--- src/rtl/bus_pkg.sv ---
// bus_pkg: shared types and constants for the serial system-bus slave port.
// The SPLIT state exists only when SLAVE_PORT_SPLIT_EN is defined.
package bus_pkg;

    localparam int DEF_ADDR_W = 12;
    localparam int DEF_DATA_W = 8;

    localparam logic MODE_READ  = 1'b0;
    localparam logic MODE_WRITE = 1'b1;

    typedef enum logic [3:0] {
        IDLE,
        RX_ADDR,
        RX_DATA,
        MEM_WR,
        MEM_RD,
        WAIT_RD,
`ifdef SLAVE_PORT_SPLIT_EN
        SPLIT,
`endif
        TX_DATA,
        DONE
    } slave_state_t;

    function automatic int max_int(input int a, input int b);
        return (a > b) ? a : b;
    endfunction

endpackage

--- src/rtl/serial_shift_reg.sv ---
// serial_shift_reg: LSB-first shift register with parallel load.
// Serial data enters at the MSB and leaves at bit 0.
module serial_shift_reg #(
    parameter int WIDTH = 8
) (
    input  logic             clk,
    input  logic             rst,
    input  logic             load,
    input  logic             shift_en,
    input  logic             serial_in,
    output logic             serial_out,
    input  logic [WIDTH-1:0] par_in,
    output logic [WIDTH-1:0] par_out
);

    logic [WIDTH-1:0] shift_q;

    // Parallel load wins over shift; reset clears the contents.
    always_ff @(posedge clk) begin
        if (rst) begin
            shift_q <= '0;
        end else if (load) begin
            shift_q <= par_in;
        end else if (shift_en) begin
            shift_q <= {serial_in, shift_q[WIDTH-1:1]};
        end
    end

    assign serial_out = shift_q[0];
    assign par_out    = shift_q;

endmodule

--- src/rtl/slave_port.sv ---
// slave_port: responder end of the serial system-bus link.
// Receives mode/address/write-data bits, performs one local memory access
// and serialises read data back. Build macro SLAVE_PORT_SPLIT_EN inserts a
// SPLIT stall of SPLIT_LAT cycles before every read access.
module slave_port
    import bus_pkg::*;
#(
    parameter int ADDR_W    = DEF_ADDR_W,
    parameter int DATA_W    = DEF_DATA_W,
    parameter int READ_LAT  = 2,
    parameter int SPLIT_LAT = 8
) (
    input  logic              clk,
    input  logic              rst,
    input  logic              wr_bus,
    input  logic              master_valid,
    output logic              slave_ready,
    output logic              rd_bus,
    output logic              slave_valid,
    input  logic              master_ready,
    output logic              ack,
    output logic              split,
    output logic [ADDR_W-1:0] mem_addr,
    output logic [DATA_W-1:0] mem_wdata,
    output logic              mem_wen,
    output logic              mem_ren,
    input  logic [DATA_W-1:0] mem_rdata,
    output logic              busy
);

    localparam int CNT_W = $clog2(max_int(ADDR_W, DATA_W)) + 1;
    localparam int LAT_W = $clog2(max_int(READ_LAT, SPLIT_LAT)) + 1;
    localparam logic [CNT_W-1:0] ADDR_LAST = CNT_W'(ADDR_W - 1);
    localparam logic [CNT_W-1:0] DATA_LAST = CNT_W'(DATA_W - 1);
    localparam logic [LAT_W-1:0] READ_LAST = LAT_W'(READ_LAT - 1);
`ifdef SLAVE_PORT_SPLIT_EN
    localparam logic [LAT_W-1:0] SPLIT_LAST = LAT_W'(SPLIT_LAT - 1);
`endif

    slave_state_t      state_q, state_d;
    logic              mode_q, mode_d;
    logic [CNT_W-1:0]  bit_cnt_q, bit_cnt_d;
    logic [LAT_W-1:0]  lat_cnt_q, lat_cnt_d;
    logic [ADDR_W-1:0] mem_addr_q, mem_addr_d;
    logic              slave_ready_q, slave_valid_q, ack_q;
    logic              mem_wen_q, mem_ren_q, busy_q;

    logic              wr_xfer, rd_xfer;
    logic              addr_shift, data_shift, tx_load;
    logic [ADDR_W-1:0] addr_par;
    logic [DATA_W-1:0] tx_par;
    logic              addr_so, data_so;

    assign wr_xfer = master_valid && slave_ready_q;
    assign rd_xfer = slave_valid_q && master_ready;

    serial_shift_reg #(.WIDTH(ADDR_W)) u_rx_addr (
        .clk(clk), .rst(rst), .load(1'b0), .shift_en(addr_shift),
        .serial_in(wr_bus), .serial_out(addr_so),
        .par_in('0), .par_out(addr_par)
    );

    serial_shift_reg #(.WIDTH(DATA_W)) u_rx_data (
        .clk(clk), .rst(rst), .load(1'b0), .shift_en(data_shift),
        .serial_in(wr_bus), .serial_out(data_so),
        .par_in('0), .par_out(mem_wdata)
    );

    serial_shift_reg #(.WIDTH(DATA_W)) u_tx_data (
        .clk(clk), .rst(rst), .load(tx_load), .shift_en(rd_xfer),
        .serial_in(1'b0), .serial_out(rd_bus),
        .par_in(mem_rdata), .par_out(tx_par)
    );

    logic unused_ok;
    assign unused_ok = ^{addr_so, data_so, tx_par, addr_par[0]};

    // Next-state, counter and shift-enable decode for the frame sequencer.
    always_comb begin
        state_d    = state_q;
        mode_d     = mode_q;
        bit_cnt_d  = bit_cnt_q;
        lat_cnt_d  = lat_cnt_q;
        mem_addr_d = mem_addr_q;
        addr_shift = 1'b0;
        data_shift = 1'b0;
        tx_load    = 1'b0;
        case (state_q)
            IDLE: begin
                if (wr_xfer) begin
                    mode_d    = wr_bus;
                    bit_cnt_d = '0;
                    state_d   = RX_ADDR;
                end
            end
            RX_ADDR: begin
                if (wr_xfer) begin
                    addr_shift = 1'b1;
                    if (bit_cnt_q == ADDR_LAST) begin
                        bit_cnt_d  = '0;
                        // The final bit is still on wr_bus; publish the full address now.
                        mem_addr_d = {wr_bus, addr_par[ADDR_W-1:1]};
                        if (mode_q == MODE_WRITE) begin
                            state_d = RX_DATA;
                        end else begin
                            lat_cnt_d = '0;
`ifdef SLAVE_PORT_SPLIT_EN
                            state_d   = SPLIT;
`else
                            state_d   = MEM_RD;
`endif
                        end
                    end else begin
                        bit_cnt_d = bit_cnt_q + CNT_W'(1);
                    end
                end
            end
            RX_DATA: begin
                if (wr_xfer) begin
                    data_shift = 1'b1;
                    if (bit_cnt_q == DATA_LAST) begin
                        bit_cnt_d = '0;
                        state_d   = MEM_WR;
                    end else begin
                        bit_cnt_d = bit_cnt_q + CNT_W'(1);
                    end
                end
            end
            MEM_WR: state_d = DONE;
`ifdef SLAVE_PORT_SPLIT_EN
            SPLIT: begin
                if (lat_cnt_q == SPLIT_LAST) begin
                    lat_cnt_d = '0;
                    state_d   = MEM_RD;
                end else begin
                    lat_cnt_d = lat_cnt_q + LAT_W'(1);
                end
            end
`endif
            MEM_RD: begin
                lat_cnt_d = '0;
                state_d   = WAIT_RD;
            end
            WAIT_RD: begin
                if (lat_cnt_q == READ_LAST) begin
                    tx_load   = 1'b1;
                    bit_cnt_d = '0;
                    state_d   = TX_DATA;
                end else begin
                    lat_cnt_d = lat_cnt_q + LAT_W'(1);
                end
            end
            TX_DATA: begin
                if (rd_xfer) begin
                    if (bit_cnt_q == DATA_LAST) begin
                        bit_cnt_d = '0;
                        state_d   = DONE;
                    end else begin
                        bit_cnt_d = bit_cnt_q + CNT_W'(1);
                    end
                end
            end
            DONE:    state_d = IDLE;
            default: state_d = IDLE;
        endcase
    end

    // State register plus outputs registered from the upcoming state.
    always_ff @(posedge clk) begin
        if (rst) begin
            state_q       <= IDLE;
            mode_q        <= MODE_READ;
            bit_cnt_q     <= '0;
            lat_cnt_q     <= '0;
            mem_addr_q    <= '0;
            slave_ready_q <= 1'b0;
            slave_valid_q <= 1'b0;
            ack_q         <= 1'b0;
            mem_wen_q     <= 1'b0;
            mem_ren_q     <= 1'b0;
            busy_q        <= 1'b0;
        end else begin
            state_q       <= state_d;
            mode_q        <= mode_d;
            bit_cnt_q     <= bit_cnt_d;
            lat_cnt_q     <= lat_cnt_d;
            mem_addr_q    <= mem_addr_d;
            slave_ready_q <= (state_d == IDLE) || (state_d == RX_ADDR) || (state_d == RX_DATA);
            slave_valid_q <= (state_d == TX_DATA);
            ack_q         <= (state_d == DONE);
            mem_wen_q     <= (state_d == MEM_WR);
            mem_ren_q     <= (state_d == MEM_RD);
            busy_q        <= (state_d != IDLE);
        end
    end

`ifdef SLAVE_PORT_SPLIT_EN
    logic split_q;

    // Split indicator mirrors residency in the SPLIT state.
    always_ff @(posedge clk) begin
        if (rst) begin
            split_q <= 1'b0;
        end else begin
            split_q <= (state_d == SPLIT);
        end
    end

    assign split = split_q;
`else
    assign split = 1'b0;
`endif

    assign slave_ready = slave_ready_q;
    assign slave_valid = slave_valid_q;
    assign ack         = ack_q;
    assign mem_addr    = mem_addr_q;
    assign mem_wen     = mem_wen_q;
    assign mem_ren     = mem_ren_q;
    assign busy        = busy_q;

endmodule

--- config.mk ---
export PLATFORM = sky130hd
export DESIGN_NAME = slave_port
export DESIGN_NICKNAME = d
export VERILOG_FILES = /design/src/rtl/bus_pkg.sv /design/src/rtl/serial_shift_reg.sv /design/src/rtl/slave_port.sv
export SDC_FILE = /design/constraint.sdc
export NUM_CORES = 1
export LEC_CHECK = 0
export BUFFER_PORTS_ARGS = -buffer_cell sky130_fd_sc_hd__buf_2
export CAP_MARGIN = 20
export CORE_MARGIN = 4
export CORE_UTILIZATION = 40
export CTS_BUF_LIST = sky130_fd_sc_hd__clkbuf_4
export DETAILED_ROUTE_END_ITERATION = 10
export HOLD_SLACK_MARGIN = 0.15
export SETUP_SLACK_MARGIN = 0.05
export SYNTH_ARGS = -nofsm -noshare
export SYNTH_HDL_FRONTEND = slang
export SYNTH_SLANG_ARGS = --single-unit
--- constraint.sdc ---
create_clock -name clk -period 2.1 [get_ports clk]
set_input_delay 0.315 -clock clk [delete_from_list [all_inputs] [get_ports clk]]
set_output_delay 0.315 -clock clk [all_outputs]
set_load 0.05 [all_outputs]
==> results.cfg, run 1 <==
[floorplanning]
die_height_um = 87.6
rows = 28
start_util_pct = 42.1
core-area_sq_um = 6030
dieArea_sq_um = 7670
die_x_um = 87.6
pin_count = 41

[setup_path]
r2r-end = lat_cnt_q[1]$_SDFFE_PP0P_
end_kind = register
start_kind = register
reg2regPathDepth = 6
cp_max_fo = 6
critPathArrivalTime_ps = 2290
r2r_slack_ps = 150
reg2reg_from = bit_cnt_q[1]$_SDFFE_PP0P_
path_class = reg -> reg
crit_required_ps = 2440

[yosys]
synth-seq-cells = 59
syn_area_sq_um = 2530
synth_top_cell_by_area = dfxtp_1
yosysSeqAreaShare_pct = 46.6
yosys_warnings = 0
synth-main-ff-cell = dfxtp_1
ys_top_cells_by_area = dfxtp_1, nand2_1, a21oi_1, nor2_1, mux2i_1
syn-mean-instance-area_sq_um = 8.42
async_flop_share_pct = 0
synth_edf_count = 0
synth.top_cells.by_count = nand2_1, dfxtp_1, nor2_1, a21oi_1, clkbuf_1
synth_top_area_share_pct = 46.6
synth.most_common_cell = nand2_1
synth.distinct_cells = 48
synth_cells = 301

[worst_hold_path]
hp-class = in -> reg
hp-start = wr_bus
min_delay_path_depth = 3
hold_end = u_rx_addr.par_out[11]$_SDFFE_PP0P_

[cells_and_area]
post-route-util_pct = 51.2
num_antenna_cells = 0
syn2layout_area_growth_pct = 21.7
layout-drive-gt1-share_pct = 26.0
final_nets = 373
stdcell_count = 436

[global_route]
grt_pass1_vias = 2099
antenna_found_initial = 0
grt_usage_pct = 15.8
grt_max_degree = 37
grt-ovfl-total = 0
grt_pass1_wl_mm = 9.51

[clocking]
clk_pin_slew_worst_paths_ps = 100
root_buffer = clkbuf_4
cts_num_sinks = 59
clk_latency_ps = 410
cts_tree = done
cts.htree.levels = 3
cts_inserted_buffers = 9
cts_buffer_depth = 2

[placement]
post-place-cells = 418
dp_hpwl_mm = 3.73
io_buffer_count = 39
gp_congestion = 0.817

[sta]
max_clock_freq_mhz = 514
slew_viol_final = 0
timing.slew.headroom_pct = 55.3
finalSetupTns_ps = 0
period_minus_slack_ps = 1950
setup_viol = 0
clock_skew_ps = 16.0
fin_crit_sh_pct = 92.7
rsz0062_at_grt = true
hold_violations = 0
timing_worst_slew_pin_value_ps = 670

[pwr]
p_leak_nw = 1.13
ir_worst_vdd_uv = 416
powerDensity_nw_per_um2 = 602

[drt]
vias = 2247
viasPerCell = 5.15
wl_per_cell_um = 12.6
drt-initial-drc-count = 99
drt_wl_total_mm = 5.50
final_antenna_net_count = 0
route.detailed.drc = 0
first_pass_iters = 4

[run_status]
status = complete, no violations

[flow_run]
maxCapViolCount = 0
worst max path at each step:
stage,startpoint,end,slack (ps),depth (start not counted)
after floorplan,bit_cnt_q[0]$_SDFFE_PP0P_,lat_cnt_q[1]$_SDFFE_PP0P_,40,6
after global placement,bit_cnt_q[1]$_SDFFE_PP0P_,lat_cnt_q[1]$_SDFFE_PP0P_,60,6
after detailed placement,bit_cnt_q[1]$_SDFFE_PP0P_,mem_ren$_SDFF_PP0_,10,7
after CTS,bit_cnt_q[1]$_SDFFE_PP0P_,lat_cnt_q[1]$_SDFFE_PP0P_,60,6
after global routing,lat_cnt_q[1]$_SDFFE_PP0P_,slave_valid$_SDFF_PP0_,0.07,7
final,bit_cnt_q[1]$_SDFFE_PP0P_,lat_cnt_q[1]$_SDFFE_PP0P_,150,6
placed cells by master, fill, tap and decap left out, types with 2 or more instances in the layout:
cell type / n
mux2i_1: 11
a31oi_1: 2
buf_4: 23
nor3b_2: 2
clkinv_1: 2
buf_2: 39
a21oi_1: 29
clkinv_2: 2
o21ai_0: 2
inv_1: 3
and3_1: 2
nand2_1: 62
nand3b_1: 2
nor4_1: 3
clkbuf_4: 9
dfxtp_2: 5
nand2b_1: 3
dfxtp_1: 54
a311oi_1: 8
nor2_1: 36
ha_1: 2
conb_1: 2
o21a_1: 2
nor3_1: 4
nand3_1: 16
or3_1: 4
nor4b_1: 2
a211o_1: 2
cell families after synthesis:
| kind of cell | Yosys count | synth area share (%) |
|---|---|---|
| compound gates | 57 | 15.5 |
| fa+ha+maj | 3 | 1.48 |
| buf+inv | 22 | 3.55 |
| flops | 59 | 46.6 |
| mux | 11 | 4.34 |
| other cells | 1 | 0.148 |
| simple gates | 148 | 28.4 |
power by group:
group / leakage [nW] / internal [mW] / switching (mW)
clock: 0.0566 / 0.226 / 0.413
combinational: 0.590 / 0.0329 / 0.0603
sequential: 0.478 / 1.12 / 0.00324
total: 1.13 / 1.38 / 0.477
flip-flops by register name, summed over array words and instances (netlist names):
signal and flops:
mem_addr 12, u_rx_addr.par_out 11, u_rx_data.par_out 8, u_tx_data.par_out 8, bit_cnt_q 5, lat_cnt_q 4, state_q 4, ack 1
busy 1, mem_ren 1, mem_wen 1, mode_q 1, slave_ready 1, slave_valid 1
per-layer routing:
| layer | part of all wire (%) | GRT usage [%] | vias up |
|---|---|---|---|
| li1 | - | - | 1160 |
| met1 | 47 | 21.0 | 1027 |
| met2 | 46 | 23.5 | 50 |
| met3 | 5.5 | 4.23 | 10 |
| met4 | 1.6 | 7.95 | 0 |
| met5 | 0 | 0 | - |
worst max-delay path, stage by stage (launching register included):
cell and delay (ps):
dfxtp_2 370, ha_4 170, nand4bb_4 110, or4_4 490, a211o_1 280, or3_1 330, a21oi_2 140
area by class of cell:
type                            count  area (sq um)
Clock buffer                        9          67.6
Inverter                            3          11.3
Fill cell                         597          2940
Multi-Input combinational cell    221          1310
Clock inverter                      6          33.8
Tap cell                           75          93.8
Timing Repair Buffer               63           378
Sequential cell                    59          1190
through the flow:
stage	hold WS, ps	power, mW	area (sq um)	setup WS [ps]
2_1_floorplan	432	1.21	2540	37.6
4_1_cts	168	1.87	3040	59.9
5_1_grt	155	1.95	3080	0.0697
3_5_place_dp	446	1.24	2910	11.6
3_3_place_gp	442	1.24	2910	64.9
6_report	171	1.86	3080	153
timing repair:
action                                  CTS  global route
pin swaps                                 0             3
hold buffers                              1             0
resized for setup                         3             7
buffers inserted                          0             2
endpoints found under the hold margin     1             0
endpoints found under the setup margin    2            11
Power figures use the tool's default switching activity.
==> run 2, diff against run 1 <==
- CORE_UTILIZATION: 40 -> 45
- PLACE_DENSITY: default -> 0.68
==> run 2 against run 1 <==
Effect of this change: sequential power barely moved; fmax decreased by 1.4%; sequential share of layout area down 0.34 points; total power increased by 8.0%; largest cell class unchanged.
==> results.cfg, run 2 (same netlist as run 1, synthesis figures left out) <==
[cells_and_area]
final_nets = 374
fin_area_sq_um = 3130
num_antenna_cells = 0
final_cell_mix = nand2_1, dfxtp_1, buf_2, nor2_1, a21oi_1
largest_reg_flops = 12
fill_cells = 525
stdcell_count = 435
syn2layout_area_growth_pct = 23.4
layout-drive-gt1-share_pct = 27.0
final_common_cell = nand2_1

[sta]
timing_worst_slew_pin_value_ps = 573
slew_viol_final = 0
fin_crit_sh_pct = 94.0
hold_violations = 0
clock_skew_ps = 17.0
max_clock_freq_mhz = 507
finalSetupTns_ps = 0
timing.slew.headroom_pct = 61.8
setup_viol = 0
rsz0062_at_grt = true
period_minus_slack_ps = 1970

[placement]
place_area_sq_um = 2900
io_buffer_count = 39
post-place-cells = 414
dp_hpwl_mm = 3.82
gp_congestion = 0.846

[floorplanning]
start_util_pct = 46.3
core-area_sq_um = 5470
rows = 27
dieArea_sq_um = 6900
pin_count = 41
die_height_um = 83.1
die_x_um = 83.1

[global_route]
antenna_found_initial = 0
grt_max_degree = 32
grt_pass1_vias = 2152
grt_usage_pct = 16.8
grt-ovfl-total = 0
grt_pass1_wl_mm = 9.61

[flow_run]
maxCapViolCount = 0

[clocking]
clk_latency_ps = 400
clk_pin_slew_worst_paths_ps = 110
cts_num_sinks = 59
cts_buffer_depth = 2
root_buffer = clkbuf_4
cts_inserted_buffers = 9
cts.htree.levels = 3
cts_tree = done

[pwr]
switching_power_mw = 0.497
switching_share_pct = 24.8
comb_power_share_pct = 4.6
p_seq_share_pct = 56.0
p_leak_nw = 1.13
powerDensity_nw_per_um2 = 641
ir_worst_vdd_uv = 375
clock_power_share_pct = 39.4
internal_power_mw = 1.51

[run_status]
status = complete, no violations

[drt]
route.detailed.drc = 0
final_antenna_net_count = 0
wl_per_cell_um = 12.8
first_pass_iters = 4
drt_wl_total_mm = 5.57
drt-initial-drc-count = 98
vias = 2269
viasPerCell = 5.22

[setup_path]
end_kind = register
start_kind = register
crit_required_ps = 2430
critPathArrivalTime_ps = 2310
cp_max_fo = 7
path_class = reg -> reg

[worst_hold_path]
hp-class = in -> reg
[run 2: cell type report]
| type | instances | area, sq um | area share [%] |
|---|---|---|---|
| Sequential cell | 59 | 1190 | 38.2 |
| Timing Repair Buffer | 64 | 392 | 12.5 |
| Multi-Input combinational cell | 221 | 1310 | 41.7 |
| Clock buffer | 9 | 67.6 | 2.16 |
| Inverter | 3 | 11.3 | 0.360 |
| Clock inverter | 7 | 68.8 | 2.20 |
| Tap cell | 72 | 90.1 | 2.88 |
[run 2: power groups by stage]
stage          combinational, mW  clock (mW)  sequential (mW)
2_1_floorplan             0.0493           0             1.16
6_report                  0.0933       0.790             1.12
3_3_place_gp              0.0856           0             1.15
3_5_place_dp              0.0857           0             1.15
5_1_grt                    0.101       0.872             1.12
4_1_cts                   0.0890       0.817             1.13
[run 2: timing repair]
action                                  4_1_cts  5_1_grt
endpoints found under the setup margin        3        8
endpoints found under the hold margin         2        0
hold buffers                                  2        0
resized for setup                             2       13
pin swaps                                     0        5
setup buffers                                 0        3
[run 2: metrics by stage]
step | utilization (%) | hold WS, ps | power, mW | setup slack (ps)
final | 57.2 | 192 | 2.01 | 126
after global routing | 57.2 | 167 | 2.10 | 32.5
after CTS | 55.9 | 164 | 2.03 | 33.5
after detailed placement | 52.9 | 443 | 1.24 | 55.0
after global placement | 52.9 | 440 | 1.24 | 103
after floorplan | - | 432 | 1.21 | 37.6
[run 2: worst max-delay path: stages, from the launching register on]
cell      delay [ps]
dfxtp_2          370
buf_6            120
or4bb_4          530
a211oi_2         240
a221oi_2          50
buf_4            160
or3_4            330
nor2_2           100
[run 2: layer usage]
| layer | wire (um) | up-vias | track usage, % | share of wire (%) |
|---|---|---|---|---|
| met3 | 219 | 8 | 4.07 | 3.9 |
| met1 | 2550 | 1054 | 21.3 | 46 |
| li1 | - | 1168 | - | - |
| met5 | 0 | - | 0 | 0 |
| met4 | 65 | 0 | 9.66 | 1.2 |
| met2 | 2730 | 39 | 26.1 | 49 |
[run 2: final timing paths]
path,slack [ps],depth (start not counted),start,end
max reg2reg,130,7,bit_cnt_q[2]$_SDFFE_PP0P_,mem_wen$_SDFF_PP0_
max,130,7,bit_cnt_q[2]$_SDFFE_PP0P_,mem_wen$_SDFF_PP0_
min reg2reg,460,2,mem_addr[5]$_SDFFE_PP0P_,mem_addr[5]$_SDFFE_PP0P_
min,190,3,mem_rdata[3],u_tx_data.par_out[3]$_SDFFE_PP0P_
==> run 3, diff against run 2 <==
- SETUP_SLACK_MARGIN: 0.05 -> 0.5
==> run 3 against run 2 <==
Effect of this change: die area did not move; clock power rose by 20%; register-to-register slack improved by 80 ps; flip-flop and latch count did not move; fmax rose by 4.1%; largest cell class unchanged; critical path depth fell by 1; critical path type unchanged; combinational power rose by 19%; sequential power barely moved; sequential share of layout area fell by 3.7 points.
==> results.cfg, run 3 (same netlist as run 1, synthesis figures left out) <==
[run_status]
status = complete, no violations

[cells_and_area]
syn2layout_area_growth_pct = 38.3
final_nets = 390
final_common_cell = nand2_1
layout-drive-gt1-share_pct = 37.5
largest_reg_flops = 12
stdcell_count = 451
num_antenna_cells = 0
post-route-util_pct = 64.0
final_cell_mix = nand2_1, dfxtp_1, buf_2, nor2_1, a21oi_1

[drt]
wl_met2_mm = 2.88
vias = 2371
first_pass_iters = 6
route.detailed.drc = 0
drt-met1-wl_mm = 2.79
final_antenna_net_count = 0
viasPerCell = 5.26
met3WireLength_um = 274
drt-initial-drc-count = 101
highest-signal-layer = met4
wl_per_cell_um = 13.4
drt_wl_total_mm = 6.05

[pwr]
p_leak_nw = 1.29
switching_power_mw = 0.527
switching_share_pct = 24.2
clock_power_share_pct = 43.4
comb_power_share_pct = 5.1
internal_power_mw = 1.65
ir_worst_vdd_uv = 354
p_seq_share_pct = 51.5
finalPower_mw = 2.18
powerDensity_nw_per_um2 = 621

[placement]
io_buffer_count = 39
gp_congestion = 0.852
dp_hpwl_mm = 3.71
post-place-cells = 410

[sta]
period_minus_slack_ps = 1900
fin_crit_sh_pct = 90.3
finalSetupTns_ps = 0
clock_skew_ps = 16.6
timing.slew.headroom_pct = 52.2
hold_violations = 0
slew_viol_final = 0
timing_worst_slew_pin_value_ps = 716
setup_viol = 0
rsz0062_at_grt = true
holdWs_ps = 169
max_clock_freq_mhz = 528

[global_route]
grt_pass1_wl_mm = 9.98
grt_usage_pct = 17.7
grt_max_degree = 39
grt-ovfl-total = 0
grt_pass1_vias = 2100
antenna_found_initial = 0

[floorplanning]
pin_count = 41
die_x_um = 83.1
core-area_sq_um = 5470
die_height_um = 83.1
rows = 27
start_util_pct = 46.3
dieArea_sq_um = 6900

[setup_path]
start_kind = register
path_class = reg -> reg
critPathArrivalTime_ps = 2220
slowest_stage = or4_4
path_cells = ha_4 -> nand4bb_4 -> or4_4 -> a211o_1 -> or3_4 -> a21oi_2
crit_required_ps = 2430
cp_top_family = simple AND/OR/NAND/NOR gates
cpPeakStageDelay_ps = 440
cp_max_fo = 4
path_buf_inv = 0
end_kind = register

[clocking]
cts_buffer_depth = 2
clk_latency_ps = 400
cts_num_sinks = 59
root_buffer = clkbuf_4
cts.htree.levels = 3
clk_pin_slew_worst_paths_ps = 110
cts_tree = done
cts_inserted_buffers = 9

[worst_hold_path]
hp-class = in -> reg

[flow_run]
maxCapViolCount = 0
run 3: cell types whose count changed in the layout (fill, tap and decap cells not counted), sizes merged:
cell	before	now
bufinv	1	2
nand2	62	63
or3	4	5
inv	3	4
clkinvlp	3	2
clkinv	3	2
buf	62	76
run 3: stage by stage:
step	instance area, sq um	setup WS, ps
2_1_floorplan	2600	159
3_3_place_gp	2920	135
3_5_place_dp	2920	105
4_1_cts	3270	184
5_1_grt	3500	80.3
6_report	3500	204
run 3: worst paths after layout:
kind                        startpoint                                end  slack, ps  cells after the start
max          bit_cnt_q[1]$_SDFFE_PP0P_          lat_cnt_q[1]$_SDFFE_PP0P_        200                      6
min                       mem_rdata[3]  u_tx_data.par_out[3]$_SDFFE_PP0P_        170                      3
max reg2reg  bit_cnt_q[1]$_SDFFE_PP0P_          lat_cnt_q[1]$_SDFFE_PP0P_        200                      6
min reg2reg   mem_addr[5]$_SDFFE_PP0P_           mem_addr[5]$_SDFFE_PP0P_        460                      2
run 3: final cells by class:
class | instances | area [sq um]
Clock buffer | 9 | 67.6
Fill cell | 465 | 1970
Inverter | 3 | 15.0
Timing Repair Buffer | 78 | 537
Tap cell | 72 | 90.1
Sequential cell | 59 | 1210
Multi-Input combinational cell | 223 | 1490
Clock inverter | 7 | 100
run 3: metal layers:
metal	track usage, %	vias to the layer above
met2	26.6	46
met5	0	-
met1	22.9	1109
li1	-	1203
met3	5.26	13
met4	8.92	0
run 3: what timing repair did:
item,CTS,global route
pin swaps,13,16
resized for setup,20,34
buffers inserted,9,12
setup endpoints to repair,58,58
hold buffers,1,1
gates cloned,2,0
hold endpoints to repair,1,1
run 3: power groups by stage:
stage / registers, mW / logic (mW) / clock network (mW)
after floorplan: 1.16 / 0.0509 / 0
after global placement: 1.15 / 0.0857 / 0
after detailed placement: 1.15 / 0.0860 / 0
after CTS: 1.13 / 0.0941 / 0.965
after global routing: 1.12 / 0.119 / 1.02
final: 1.12 / 0.111 / 0.945
run 3: worst reg2reg max path: stages, from the launching register on:
cell and delay, ps:
dfxtp_2 360, ha_4 160, nand4bb_4 130, or4_4 440, a211o_1 290, or3_4 330, a21oi_2 130
